### src/rtl/telemetry_pkg.sv
// Shared constants and state types for the telemetry receiver.
package telemetry_pkg;

  localparam logic [7:0]  SYNC_BYTE1  = 8'hAA;
  localparam logic [7:0]  SYNC_BYTE2  = 8'h55;
  localparam int unsigned PAYLOAD_LEN = 6;

  typedef enum logic [1:0] {
    IDLE  = 2'd0,
    START = 2'd1,
    DATA  = 2'd2,
    STOP  = 2'd3
  } rx_state_t;

  typedef enum logic [1:0] {
    SYNC1   = 2'd0,
    SYNC2   = 2'd1,
    PAYLOAD = 2'd2
  } pkt_state_t;

endpackage

### src/rtl/telemetry_rx_uart_rx.sv
// 8N1 UART receiver: RX synchroniser, mid-bit sampling byte FSM, baud counter.
module uart_rx
  import telemetry_pkg::*;
#(
  parameter int unsigned BAUD_CNT = 2604
) (
  input  logic       clk,
  input  logic       rst_n,
  input  logic       RX,
  output logic [7:0] rx_data,
  output logic       byte_rdy,
  output logic       frm_err,
  output logic       rx_busy
);

  localparam int unsigned CNT_W = $clog2(BAUD_CNT + 1);
  localparam logic [CNT_W-1:0] HALF_BIT = CNT_W'(BAUD_CNT / 2);
  localparam logic [CNT_W-1:0] FULL_BIT = CNT_W'(BAUD_CNT);

  logic             rx_meta, rx_sync, rx_prev;
  rx_state_t        state, state_nxt;
  logic [CNT_W-1:0] cnt, cnt_nxt;
  logic [2:0]       bit_idx, bit_idx_nxt;
  logic [7:0]       shreg, shreg_nxt;
  logic [7:0]       rx_data_nxt;
  logic             byte_rdy_nxt, frm_err_nxt;
  logic             fall_c, tick_c;

  assign fall_c  = rx_prev & ~rx_sync;
  assign tick_c  = (cnt == CNT_W'(1));
  assign rx_busy = (state != IDLE);

  // Two-flop synchroniser plus edge-detect flop; line idles high.
  always_ff @(posedge clk) begin
    if (!rst_n) begin
      rx_meta <= 1'b1;
      rx_sync <= 1'b1;
      rx_prev <= 1'b1;
    end else begin
      rx_meta <= RX;
      rx_sync <= rx_meta;
      rx_prev <= rx_sync;
    end
  end

  // Next-state: start qualify at half bit, then sample every bit period.
  always_comb begin
    state_nxt    = state;
    cnt_nxt      = cnt;
    bit_idx_nxt  = bit_idx;
    shreg_nxt    = shreg;
    rx_data_nxt  = rx_data;
    byte_rdy_nxt = 1'b0;
    frm_err_nxt  = 1'b0;
    if (state != IDLE && !tick_c) cnt_nxt = cnt - CNT_W'(1);
    case (state)
      IDLE: begin
        if (fall_c) begin
          state_nxt = START;
          cnt_nxt   = HALF_BIT;
        end
      end
      START: begin
        if (tick_c) begin
          if (rx_sync) begin
            state_nxt = IDLE;
          end else begin
            state_nxt   = DATA;
            cnt_nxt     = FULL_BIT;
            bit_idx_nxt = 3'd0;
          end
        end
      end
      DATA: begin
        if (tick_c) begin
          shreg_nxt = {rx_sync, shreg[7:1]};
          cnt_nxt   = FULL_BIT;
          if (bit_idx == 3'd7) state_nxt = STOP;
          else bit_idx_nxt = bit_idx + 3'd1;
        end
      end
      STOP: begin
        if (tick_c) begin
          state_nxt = IDLE;
          if (rx_sync) begin
            byte_rdy_nxt = 1'b1;
            rx_data_nxt  = shreg;
          end else begin
            frm_err_nxt = 1'b1;
          end
        end
      end
      default: state_nxt = IDLE;
    endcase
  end

  // Byte FSM state and registered outputs.
  always_ff @(posedge clk) begin
    if (!rst_n) begin
      state    <= IDLE;
      cnt      <= '0;
      bit_idx  <= '0;
      shreg    <= '0;
      rx_data  <= '0;
      byte_rdy <= 1'b0;
      frm_err  <= 1'b0;
    end else begin
      state    <= state_nxt;
      cnt      <= cnt_nxt;
      bit_idx  <= bit_idx_nxt;
      shreg    <= shreg_nxt;
      rx_data  <= rx_data_nxt;
      byte_rdy <= byte_rdy_nxt;
      frm_err  <= frm_err_nxt;
    end
  end

endmodule

### src/rtl/telemetry_rx.sv
// Telemetry packet receiver: byte stream -> sync hunt, payload parse, field outputs.
module telemetry_rx
  import telemetry_pkg::*;
#(
  parameter int unsigned BAUD_CNT = 2604,
  parameter int unsigned GAP_BITS = 16
) (
  input  logic        clk,
  input  logic        rst_n,
  input  logic        RX,
  output logic [11:0] batt_v,
  output logic [11:0] avg_curr,
  output logic [11:0] avg_torque,
  output logic        pkt_vld,
  output logic        frm_err,
  output logic [7:0]  pkt_err_cnt
);

  localparam int unsigned GAP_LIMIT = GAP_BITS * BAUD_CNT;
  localparam int unsigned GAP_W     = $clog2(GAP_LIMIT + 1);

  logic [7:0]       rx_data;
  logic             byte_rdy, rx_busy;
  pkt_state_t       pstate, pstate_nxt;
  logic [2:0]       idx, idx_nxt;
  logic [3:0]       hi_nib, hi_nib_nxt;
  logic [11:0]      stg_batt, stg_batt_nxt, stg_curr, stg_curr_nxt;
  logic [11:0]      batt_nxt, curr_nxt, torque_nxt;
  logic             pkt_vld_nxt;
  logic [7:0]       err_cnt_nxt;
  logic [GAP_W-1:0] gap_cnt, gap_nxt;
  logic             hi_bad_c, timeout_c, abort_c;

  uart_rx #(.BAUD_CNT(BAUD_CNT)) u_uart (
    .clk      (clk),
    .rst_n    (rst_n),
    .RX       (RX),
    .rx_data  (rx_data),
    .byte_rdy (byte_rdy),
    .frm_err  (frm_err),
    .rx_busy  (rx_busy)
  );

  // Gap time counts only while the line is idle, so it measures idle between bytes.
  assign hi_bad_c  = !idx[0] && (rx_data[7:4] != 4'h0);
  assign timeout_c = (pstate == PAYLOAD) && (gap_cnt == GAP_W'(GAP_LIMIT));
  assign abort_c   = (pstate == PAYLOAD) &&
                     (frm_err || (byte_rdy && hi_bad_c) || (timeout_c && !byte_rdy));

  // Next-state: sync hunt, payload staging, abort accounting.
  always_comb begin
    pstate_nxt   = pstate;
    idx_nxt      = idx;
    hi_nib_nxt   = hi_nib;
    stg_batt_nxt = stg_batt;
    stg_curr_nxt = stg_curr;
    batt_nxt     = batt_v;
    curr_nxt     = avg_curr;
    torque_nxt   = avg_torque;
    pkt_vld_nxt  = 1'b0;
    err_cnt_nxt  = pkt_err_cnt;
    gap_nxt      = gap_cnt;
    if (pstate != PAYLOAD || byte_rdy) gap_nxt = '0;
    else if (!rx_busy && !timeout_c) gap_nxt = gap_cnt + GAP_W'(1);
    case (pstate)
      SYNC1: begin
        if (byte_rdy && rx_data == SYNC_BYTE1) pstate_nxt = SYNC2;
      end
      SYNC2: begin
        if (byte_rdy) begin
          if (rx_data == SYNC_BYTE2) begin
            pstate_nxt = PAYLOAD;
            idx_nxt    = 3'd0;
          end else if (rx_data != SYNC_BYTE1) begin
            pstate_nxt = SYNC1;
          end
        end
      end
      PAYLOAD: begin
        if (abort_c) begin
          pstate_nxt = SYNC1;
          if (pkt_err_cnt != 8'hFF) err_cnt_nxt = pkt_err_cnt + 8'd1;
        end else if (byte_rdy) begin
          idx_nxt = idx + 3'd1;
          case (idx)
            3'd0, 3'd2, 3'd4: hi_nib_nxt = rx_data[3:0];
            3'd1:             stg_batt_nxt = {hi_nib, rx_data};
            3'd3:             stg_curr_nxt = {hi_nib, rx_data};
            default:          ;
          endcase
          if (idx == 3'(PAYLOAD_LEN - 1)) begin
            batt_nxt    = stg_batt;
            curr_nxt    = stg_curr;
            torque_nxt  = {hi_nib, rx_data};
            pkt_vld_nxt = 1'b1;
            pstate_nxt  = SYNC1;
          end
        end
      end
      default: pstate_nxt = SYNC1;
    endcase
  end

  // Packet FSM state, staging and output registers.
  always_ff @(posedge clk) begin
    if (!rst_n) begin
      pstate      <= SYNC1;
      idx         <= '0;
      hi_nib      <= '0;
      stg_batt    <= '0;
      stg_curr    <= '0;
      batt_v      <= '0;
      avg_curr    <= '0;
      avg_torque  <= '0;
      pkt_vld     <= 1'b0;
      pkt_err_cnt <= '0;
      gap_cnt     <= '0;
    end else begin
      pstate      <= pstate_nxt;
      idx         <= idx_nxt;
      hi_nib      <= hi_nib_nxt;
      stg_batt    <= stg_batt_nxt;
      stg_curr    <= stg_curr_nxt;
      batt_v      <= batt_nxt;
      avg_curr    <= curr_nxt;
      avg_torque  <= torque_nxt;
      pkt_vld     <= pkt_vld_nxt;
      pkt_err_cnt <= err_cnt_nxt;
      gap_cnt     <= gap_nxt;
    end
  end

endmodule

### config.mk
export PLATFORM = sky130hd
export DESIGN_NAME = telemetry_rx
export DESIGN_NICKNAME = d
export VERILOG_FILES = /design/src/rtl/telemetry_pkg.sv /design/src/rtl/telemetry_rx_uart_rx.sv /design/src/rtl/telemetry_rx.sv
export SDC_FILE = /design/constraint.sdc
export NUM_CORES = 1
export LEC_CHECK = 0
export ABC_AREA = 1
export ABC_CLOCK_PERIOD_IN_PS = 3050
export BUFFER_PORTS_ARGS = -buffer_cell sky130_fd_sc_hd__clkbuf_2
export CORE_MARGIN = 1.5
export CORE_UTILIZATION = 60
export CTS_BUF_LIST = sky130_fd_sc_hd__clkbuf_4
export CTS_CLUSTER_SIZE = 40
export DETAILED_ROUTE_END_ITERATION = 12
export PLACE_DENSITY = 0.8
export SLEW_MARGIN = 20
export SYNTH_ARGS = -nofsm -noshare
export SYNTH_HDL_FRONTEND = slang
export SYNTH_SLANG_ARGS = --single-unit
### constraint.sdc
create_clock -name clk -period 3.05 [get_ports clk]
set_clock_uncertainty 0.1 [all_clocks]
set_input_delay 0.61 -clock clk [delete_from_list [all_inputs] [get_ports clk]]
set_output_delay 0.61 -clock clk [all_outputs]
set_load 0.01 [all_outputs]
==> run_results.csv, run 1 <==
group,metric,value,unit
floorplan,dieArea,11370,um^2
power_and_ir_drop,p_int,2.974,mW
global_route,grt_overflow,0,
critical_path,crit_fanout,73,
logic_synthesis,syn-cell-area,6441,um^2
logic_synthesis,async_reset_ff_frac,0,
routing,first_pass_iters,4,
logic_synthesis,synth_fp_nets,975,
clocking,cts_resized,0,
clocking,clkTransAtPathRegs,110,ps
critical_path,crit_required,3380,ps
sta,finalHoldViolCount,0,
clocking,holdBufCountCts,0,
place,io_buffers,48,
logic_synthesis,avgSynthCellArea,6.745,um^2
power_and_ir_drop,p_per_area,628.1,nW/um^2
power_and_ir_drop,p_sw,1.445,mW
power_and_ir_drop,ir_drop,0.5344,mV
place,place_inst,1112,
routing,drt-total-wl,12960,um
final_layout,final_cell_mix,"nand2_1, nor2_1, dfxtp_1, inv_1, a21oi_1",
clocking,htree_levels,4,
power_and_ir_drop,p_clk_frac,0.313,
routing,ant_nets,0,
logic_synthesis,ys_ff_latch,132,
place,place_congestion,0.8899,
logic_synthesis,yosysTopAreaCell,"dfxtp_1",
logic_synthesis,yosys-top-cells-area,"dfxtp_1, nand2_1, nor2_1, inv_1, a21oi_1",
sta,fmax,498.6,MHz
final_layout,area_growth,9.227,%
floorplan,start_util,0.6211,
routing,vias,5616,
logic_synthesis,synth_flop_cell,"dfxtp_1",
logic_synthesis,seq_area_frac_synth,0.4103,
floorplan,die_w,106.6,um
logic_synthesis,netlist_instances,955,
global_route,grt_max_degree,74,
floorplan,core_area,10370,um^2
routing,drtIter0Drc,346,
clocking,clock_path_buffers,2,
global_route,grt_busiest_layer,"met2",
sta,min_period_over_period,0.6575,
sta,timing.final.crit_period,2005,ps
global_route,antenna_found_initial,0,
final_layout,design_area,7036,um^2
final_layout,layout_commonest_cell,"nand2_1",
clocking,clock-sinks,132,
power_and_ir_drop,p_leak,3.565,nW
sta,setup_tns,0,ps
final_layout,final_util,0.6785,
clocking,cts_made_buffers,17,
final_layout,n_fill_cell,965,
sta,slew_viol_final,0,
power_and_ir_drop,pwr-share-comb,0.253,
final_layout,final_cells,1144,
power_and_ir_drop,swShare,0.3270,
final_layout,multi_input_area,3122,um^2
flow_run,maxCapViolations,0,
sta,rsz0062_at_grt,"false",
sta,slew_headroom,0.6308,
routing,drc,0,
logic_synthesis,ys_types,36,
global_route,grt_pass1_vias,5035,
power_and_ir_drop,power_frac_seq,0.433,
sta,finalSetupViolCount,0,
critical_path,critPathArrivalTime,2340,ps
critical_path,startpoint_type,"register",
final_layout,drive_gt1_frac,0.1012,
routing,post_drt_wl_per_cell,11.33,um
place,post_dp_cell_area,6695,um^2
floorplan,rows,37,
sta,worst_slack,1045,ps
place,dp_slack,1057,ps
sta,worst_slew_pin_slew,552.5,ps
global_route,grt_usage,0.2428,
global_route,grt_pass1_wl,22120,um
global_route,grt.met3_usage,0.06687,
logic_synthesis,synth_edf_count,0,
logic_synthesis,yosysWarnings,0,
clocking,clkLatencyLatePin,540,ps
critical_path,endpoint_kind,"register",
global_route,grtUsageMet1,0.3170,
clocking,cts_setup_buffers,0,
final_layout,n_antenna_cell,0,
critical_path,critPathKind,"reg -> reg",
floorplan,fp.dieH,106.6,um
floorplan,num_io_pins,49,
global_route,globalRouteMet2Util,0.3924,
final_layout,fin_nets,1015,
clocking,cts_tree,"done",
clocking,cts_root_buf,"clkbuf_4",
logic_synthesis,synth_top_area_frac,0.4103,
routing,via_per_inst,4.909,
run_status,run_status,"finished clean",
min_path,hold_path.class,"in -> reg",
final_layout,register_area,2643,um^2
place,place.detailed.hpwl,8575,um
[cell usage after synthesis (3+ instances only)]
library cell  instances
a21oi_1              63
buf_2                 8
buf_4                 5
buf_6                 6
clkbuf_1             13
dfxtp_1             132
ha_1                 17
inv_1               125
nand2_1             252
nand3_1              47
nand3b_1              3
nand4_1              14
nor2_1              181
nor3_1               15
o21ai_0              21
or2_2                 4
xnor2_1               9
xor2_1               16
[worst max-delay path, cell delays in order, from the launching register on]
cell and delay, ps:
dfxtp_1 410, inv_1 80, ha_1 190, inv_1 70, nor2_1 40, nand2_1 60, nor2_1 50, nand4_2 100
nand3_2 110, inv_4 150, nand2_8 250, nor2_1 210, nor2_1 60
[power by group through the flow]
stage | logic, mW | registers [mW] | clock network (mW)
after detailed placement | 1.11 | 1.95 | 0
after global routing | 1.29 | 1.93 | 1.50
after floorplan | 0.924 | 1.93 | 0
final | 1.12 | 1.91 | 1.38
after global placement | 1.10 | 1.95 | 0
after CTS | 1.12 | 1.91 | 1.42
[through the flow]
step                power (mW)  hold WS (ps)
global route             4.718         107.8
floorplan                2.851         292.5
global placement         3.052         302.6
finish                   4.419         158.7
detailed placement       3.064         306.1
CTS                      4.449         106.4
[kinds of logic (layout without fill, tap and decap cells)]
family,after synthesis,in the layout,share of synthesized area
compound gates,93,93,0.07789
xor+xnor,25,25,0.03399
fa+ha+maj,17,17,0.03302
buf+inv,160,213,0.1051
flops,132,132,0.4103
simple gates,528,528,0.3397
[registers in the layout (all words and copies together), names as in the netlist, 3 cells and up, named ones only]
signal,count
u_uart.bit_idx,3
batt_v,12
avg_torque,12
stg_batt,12
stg_curr,12
u_uart.rx_data,8
idx,3
gap_cnt,16
u_uart.cnt,12
pkt_err_cnt,8
u_uart.shreg,8
hi_nib,4
avg_curr,12
[final timing paths]
| check | startpoint | end | slack (ps) | cells past startpoint |
|---|---|---|---|---|
| worst max register to register | gap_cnt[0] | batt_v[9] | 1040 | 12 |
| worst min-delay path | RX | u_uart.rx_meta | 160 | 2 |
| worst min register to register | u_uart.rx_meta | u_uart.rx_sync | 330 | 1 |
| worst max-delay path | gap_cnt[0] | batt_v[9] | 1040 | 12 |
[layer usage]
metal / part of all wire / vias up
li1: - / 3029
met5: 0 / -
met2: 0.45 / 117
met1: 0.48 / 2457
met3: 0.053 / 13
met4: 0.0096 / 0
[layout make-up]
class / instances / area share
clock inverter: 11 / 0.02596
multi-input combinational: 663 / 0.4437
inverter: 128 / 0.06865
sequential: 132 / 0.3756
tap: 136 / 0.02419
timing repair buffer: 53 / 0.03948
clock buffer: 21 / 0.02241
Power figures use the tool's default switching activity.
==> run 2, diff against run 1 <==
Settings changed: ABC_CLOCK_PERIOD_IN_PS 3050 to 2000.
Clock period 3.05 ns to 2 ns, I/O delays scaled along.
==> run 2 against run 1 <==
Critical path depth decreased by 4. First-iteration DRC count decreased by 2.3%. Global-route usage increased by 0.53 points. Count of clock-buffer cells in the layout decreased by 4. Cell count increased by 1.9%. Maximum frequency increased by 11%. Power increased by 49%. Clock power increased by 38%. Sequential share of layout area decreased by 0.86 points. Setup slack got worse by 850 ps. Utilization increased by 1.6 points. Largest power group unchanged. Hold slack got worse by 60 ps.
==> run_results.csv, run 2 (synthesized netlist as in run 1, its figures left out) <==
group,metric,value,unit
run_status,run_status,"finished clean",
global_route,grt_pass1_wl,23010,um
place,io_buffers,48,
global_route,grt_max_degree,83,
routing,vias,5764,
clocking,clock_path_buffers,2,
floorplan,fp.dieH,106.6,um
routing,drt-total-wl,13340,um
critical_path,worst_path_largest_cell_delay,470,ps
floorplan,die_w,106.6,um
critical_path,endpoint_kind,"register",
final_layout,fin_nets,1037,
critical_path,path_cells,"inv_1 > ha_1 > inv_1 > nor2_1 > o21ai_1 > nand4_1 > nand2_1 > nor2_1",
min_path,hold_path.class,"in -> reg",
clocking,htree_levels,4,
final_layout,final_util,0.6944,
floorplan,num_io_pins,49,
power_and_ir_drop,p_per_area,915.7,nW/um^2
sta,worst_slew_pin_slew,586.0,ps
sta,timing.hold.ws,98.95,ps
clocking,cts_made_buffers,17,
sta,slew_viol_final,0,
power_and_ir_drop,ir_drop,0.7757,mV
floorplan,start_util,0.6211,
final_layout,final_cell_mix,"nand2_1, nor2_1, dfxtp_1, inv_1, a21oi_1",
floorplan,dieArea,11370,um^2
sta,fmax,552.8,MHz
global_route,grt_overflow,0,
clocking,cts_root_buf,"clkbuf_4",
critical_path,critPathKind,"reg -> reg",
routing,first_pass_iters,5,
critical_path,startpoint_type,"register",
sta,slew_headroom,0.6084,
final_layout,regMostFlops,"gap_cnt",
floorplan,rows,37,
sta,min_period_over_period,0.9045,
place,place_inst,1132,
critical_path,path_delay_family,"flip-flops",
critical_path,critPathArrivalTime,2110,ps
sta,finalSetupViolCount,0,
routing,ant_nets,0,
final_layout,area_growth,11.79,%
critical_path,crit_required,2300,ps
place,place_congestion,0.8804,
clocking,clock-sinks,132,
critical_path,crit_buf_inv,2,
global_route,grt_pass1_vias,5253,
clocking,clkLatencyLatePin,520,ps
sta,setup_tns,0,ps
routing,drtIter0Drc,338,
final_layout,drive_gt1_frac,0.1214,
final_layout,largest_reg_flops,16,
routing,via_per_inst,4.943,
min_path,min_path_cells,2,
critical_path,crit_fanout,7,
floorplan,core_area,10370,um^2
sta,finalHoldViolCount,0,
final_layout,final_cells,1166,
final_layout,n_antenna_cell,0,
global_route,antenna_found_initial,0,
critical_path,cp_num_cells,8,
flow_run,maxCapViolations,0,
sta,timing.final.crit_period,1809,ps
clocking,cts_setup_buffers,0,
critical_path,slowest_stage,"dfxtp_1",
final_layout,layout_commonest_cell,"nand2_1",
routing,drc,0,
routing,post_drt_wl_per_cell,11.44,um
sta,rsz0062_at_grt,"false",
clocking,clkTransAtPathRegs,110,ps
global_route,grt_usage,0.2481,
clocking,cts_tree,"done",
place,place.detailed.hpwl,8951,um
power_and_ir_drop,p_leak,3.659,nW
critical_path,r2r_cells,8,
run 2: cell types whose count changed in the layout (fill, tap and decap cells not counted), moves of 2 or more:
cell       change
buf_4         +19
clkbuf_4       -4
clkinv_4       +4
inv_6          +4
bufinv_16      -2
run 2: stage by stage:
step                total power [mW]  setup slack (ps)  instance area (um^2)
finish                         6.593             191.1                  7201
global route                   7.037             3.958                  7201
CTS                            6.615             97.44                  7176
detailed placement             4.729             89.20                  6858
global placement               4.709             129.6                  6858
floorplan                      4.348             306.1                  6441
run 2: power breakdown:
part	total, mW	internal [mW]	switching, mW
registers	2.91	2.77	0.141
clock network	1.90	0.876	1.02
logic	1.79	0.663	1.13
run 2: layout make-up:
cell class	instances	area, um^2
clock buffer	17	127.6
tap	136	170.2
timing repair buffer	74	450.4
multi-input combinational	664	3144
inverter	128	485.5
fill	927	3169
clock inverter	15	180.2
sequential	132	2643
run 2: worst paths after layout:
kind                                 startpoint              to  slack (ps)
worst min register to register   u_uart.rx_meta  u_uart.rx_sync         330
worst max-delay path            u_uart.state[0]        register         190
worst min-delay path                      rst_n  u_uart.rx_prev         100
worst max register to register  u_uart.state[0]        register         190
run 2: what timing repair did:
item / CTS / global route
endpoints found under the hold margin: 1 / 0
gates resized for setup: 0 / 4
setup endpoints to repair: 0 / 45
hold buffers: 1 / 0
run 2: metal layers:
layer  GRT usage  share of wire  up-vias
li1            -              -     3071
met1      0.3183           0.47     2554
met4     0.06952          0.014        0
met3     0.05775          0.042       16
met5           0              0        -
met2      0.4180           0.47      123
==> run 3, diff against run 2 <==
Settings changed: CTS_BUF_LIST sky130_fd_sc_hd__clkbuf_4 to sky130_fd_sc_hd__clkbuf_4 sky130_fd_sc_hd__clkbuf_8, REMOVE_ABC_BUFFERS set to 1.
==> run 3 against run 2 <==
Via count grew 0.83%. Critical path depth grew 5. Register-to-register slack lost 100 ps. Combinational power is essentially flat. Utilization grew 1.9 points. Cell count grew 0.17%. Sequential share of layout area shrank 0.99 points. Count of clock-buffer cells in the layout grew 6. Non-clock buffer count grew 1. Global-route usage shrank 0.82 points. Routed wire length grew 0.92%. Largest power group unchanged.
==> run_results.csv, run 3 (synthesized netlist as in run 1, its figures left out) <==
group,metric,value,unit
clocking,cts_tree,"done",
critical_path,critPathArrivalTime,2160,ps
final_layout,final_cell_mix,"nand2_1, nor2_1, dfxtp_1, inv_1, a21oi_1",
floorplan,rows,37,
clocking,clock_path_buffers,2,
clocking,clock-sinks,132,
sta,min_period_over_period,0.9557,
routing,ant_nets,0,
place,place.detailed.hpwl,8896,um
sta,slew_viol_final,0,
clocking,clkTransAtPathRegs,70,ps
sta,timing.final.crit_period,1911,ps
critical_path,critPathKind,"reg -> reg",
global_route,grt_max_degree,47,
final_layout,regMostFlops,"gap_cnt",
routing,drt-total-wl,13470,um
floorplan,die_w,106.6,um
run_status,run_status,"finished clean",
sta,slew_headroom,0.6360,
final_layout,layout_commonest_cell,"nand2_1",
power_and_ir_drop,p_clk_frac,0.329,
power_and_ir_drop,p_sw,2.296,mW
routing,first_pass_iters,6,
power_and_ir_drop,pwr-share-comb,0.255,
final_layout,final_cells,1168,
floorplan,dieArea,11370,um^2
critical_path,crit_required,2240,ps
floorplan,fp.dieH,106.6,um
sta,timing.hold.ws,61.74,ps
power_and_ir_drop,fin_total_pwr,7.031,mW
global_route,grt_pass1_wl,22050,um
global_route,grt_pass1_vias,4967,
sta,fmax,523.2,MHz
global_route,grt_overflow,0,
power_and_ir_drop,ir_drop,0.7021,mV
place,io_buffers,48,
final_layout,area_growth,14.88,%
routing,post_drt_wl_per_cell,11.53,um
power_and_ir_drop,power_frac_seq,0.416,
clocking,cts_root_buf,"clkbuf_8",
global_route,grt_usage,0.2399,
sta,rsz0062_at_grt,"true",
floorplan,core_area,10370,um^2
final_layout,n_antenna_cell,0,
global_route,antenna_found_initial,0,
clocking,htree_levels,4,
final_layout,fin_nets,1039,
routing,vias,5812,
critical_path,endpoint_kind,"register",
routing,drtIter0Drc,430,
power_and_ir_drop,p_per_area,950.2,nW/um^2
final_layout,drive_gt1_frac,0.1260,
clocking,clkLatencyLatePin,440,ps
final_layout,largest_reg_flops,16,
power_and_ir_drop,swShare,0.3265,
power_and_ir_drop,p_leak,3.737,nW
floorplan,start_util,0.6211,
power_and_ir_drop,p_int,4.735,mW
routing,drc,0,
sta,finalSetupViolCount,0,
floorplan,num_io_pins,49,
critical_path,crit_fanout,12,
clocking,cts_made_buffers,17,
sta,finalHoldViolCount,0,
sta,worst_slew_pin_slew,544.7,ps
flow_run,maxCapViolations,0,
min_path,hold_path.class,"in -> reg",
critical_path,startpoint_type,"register",
place,place_inst,1131,
place,place_congestion,0.8956,
routing,via_per_inst,4.976,
run 3: power groups by stage:
stage | combinational [mW] | sequential, mW | clock [mW]
after floorplan | 1.36 | 2.94 | 0
after global placement | 1.68 | 2.97 | 0
after detailed placement | 1.71 | 2.97 | 0
after CTS | 1.73 | 2.92 | 2.36
after global routing | 2.03 | 2.94 | 2.49
final | 1.79 | 2.92 | 2.31
run 3: area by class of cell:
type                    instances  area [um^2]
multi-input cells             665         3183
flip-flops and latches        132         2643
clock inverters                 9        128.9
repair buffers                 75        501.7
fillers                       900         2970
inverters                     128        488.0
clock buffers                  23        285.3
well taps                     136        170.2
run 3: final timing paths:
check              endpoint           start  cells after the start  slack [ps]
max             avg_curr[7]      gap_cnt[1]                     13          90
min          u_uart.rx_meta              RX                      2          60
max reg2reg     avg_curr[7]      gap_cnt[1]                     13          90
min reg2reg  u_uart.rx_sync  u_uart.rx_meta                      1         310
run 3: critical path: stages (launching register included):
cell	delay, ps
dfxtp_1	380
inv_1	80
ha_1	180
inv_1	70
nor2_1	40
nand2_1	60
nor2_1	50
nand4_2	90
nand3_4	120
inv_8	160
nand2_8	110
clkbuf_16	200
nor2_1	120
nor2_1	60
run 3: metal layers:
metal  track usage  wire length (um)  vias up
met5             0                 0        -
met3       0.06201               576       14
met2        0.3887              6290      120
li1              -                 -     3078
met4       0.08190               148        0
met1        0.3110              6451     2600
run 3: timing repair:
| item | 4_1_cts | 5_1_grt |
|---|---|---|
| resized for setup | 0 | 9 |
| hold endpoints to repair | 0 | 0 |
| setup buffers | 0 | 2 |
| setup endpoints to repair | 0 | 62 |
| hold buffers | 0 | 0 |
run 3: stage by stage:
step                        util  instance area (um^2)  setup TNS [ps]  setup WS, ps
after floorplan                -                  6247               0         204.2
after global placement    0.6630                  6875               0         132.6
after detailed placement  0.6630                  6875               0         74.83
after CTS                 0.7029                  7289               0         42.66
after global routing      0.7136                  7400          -188.2        -33.57
final                     0.7136                  7400               0         88.57
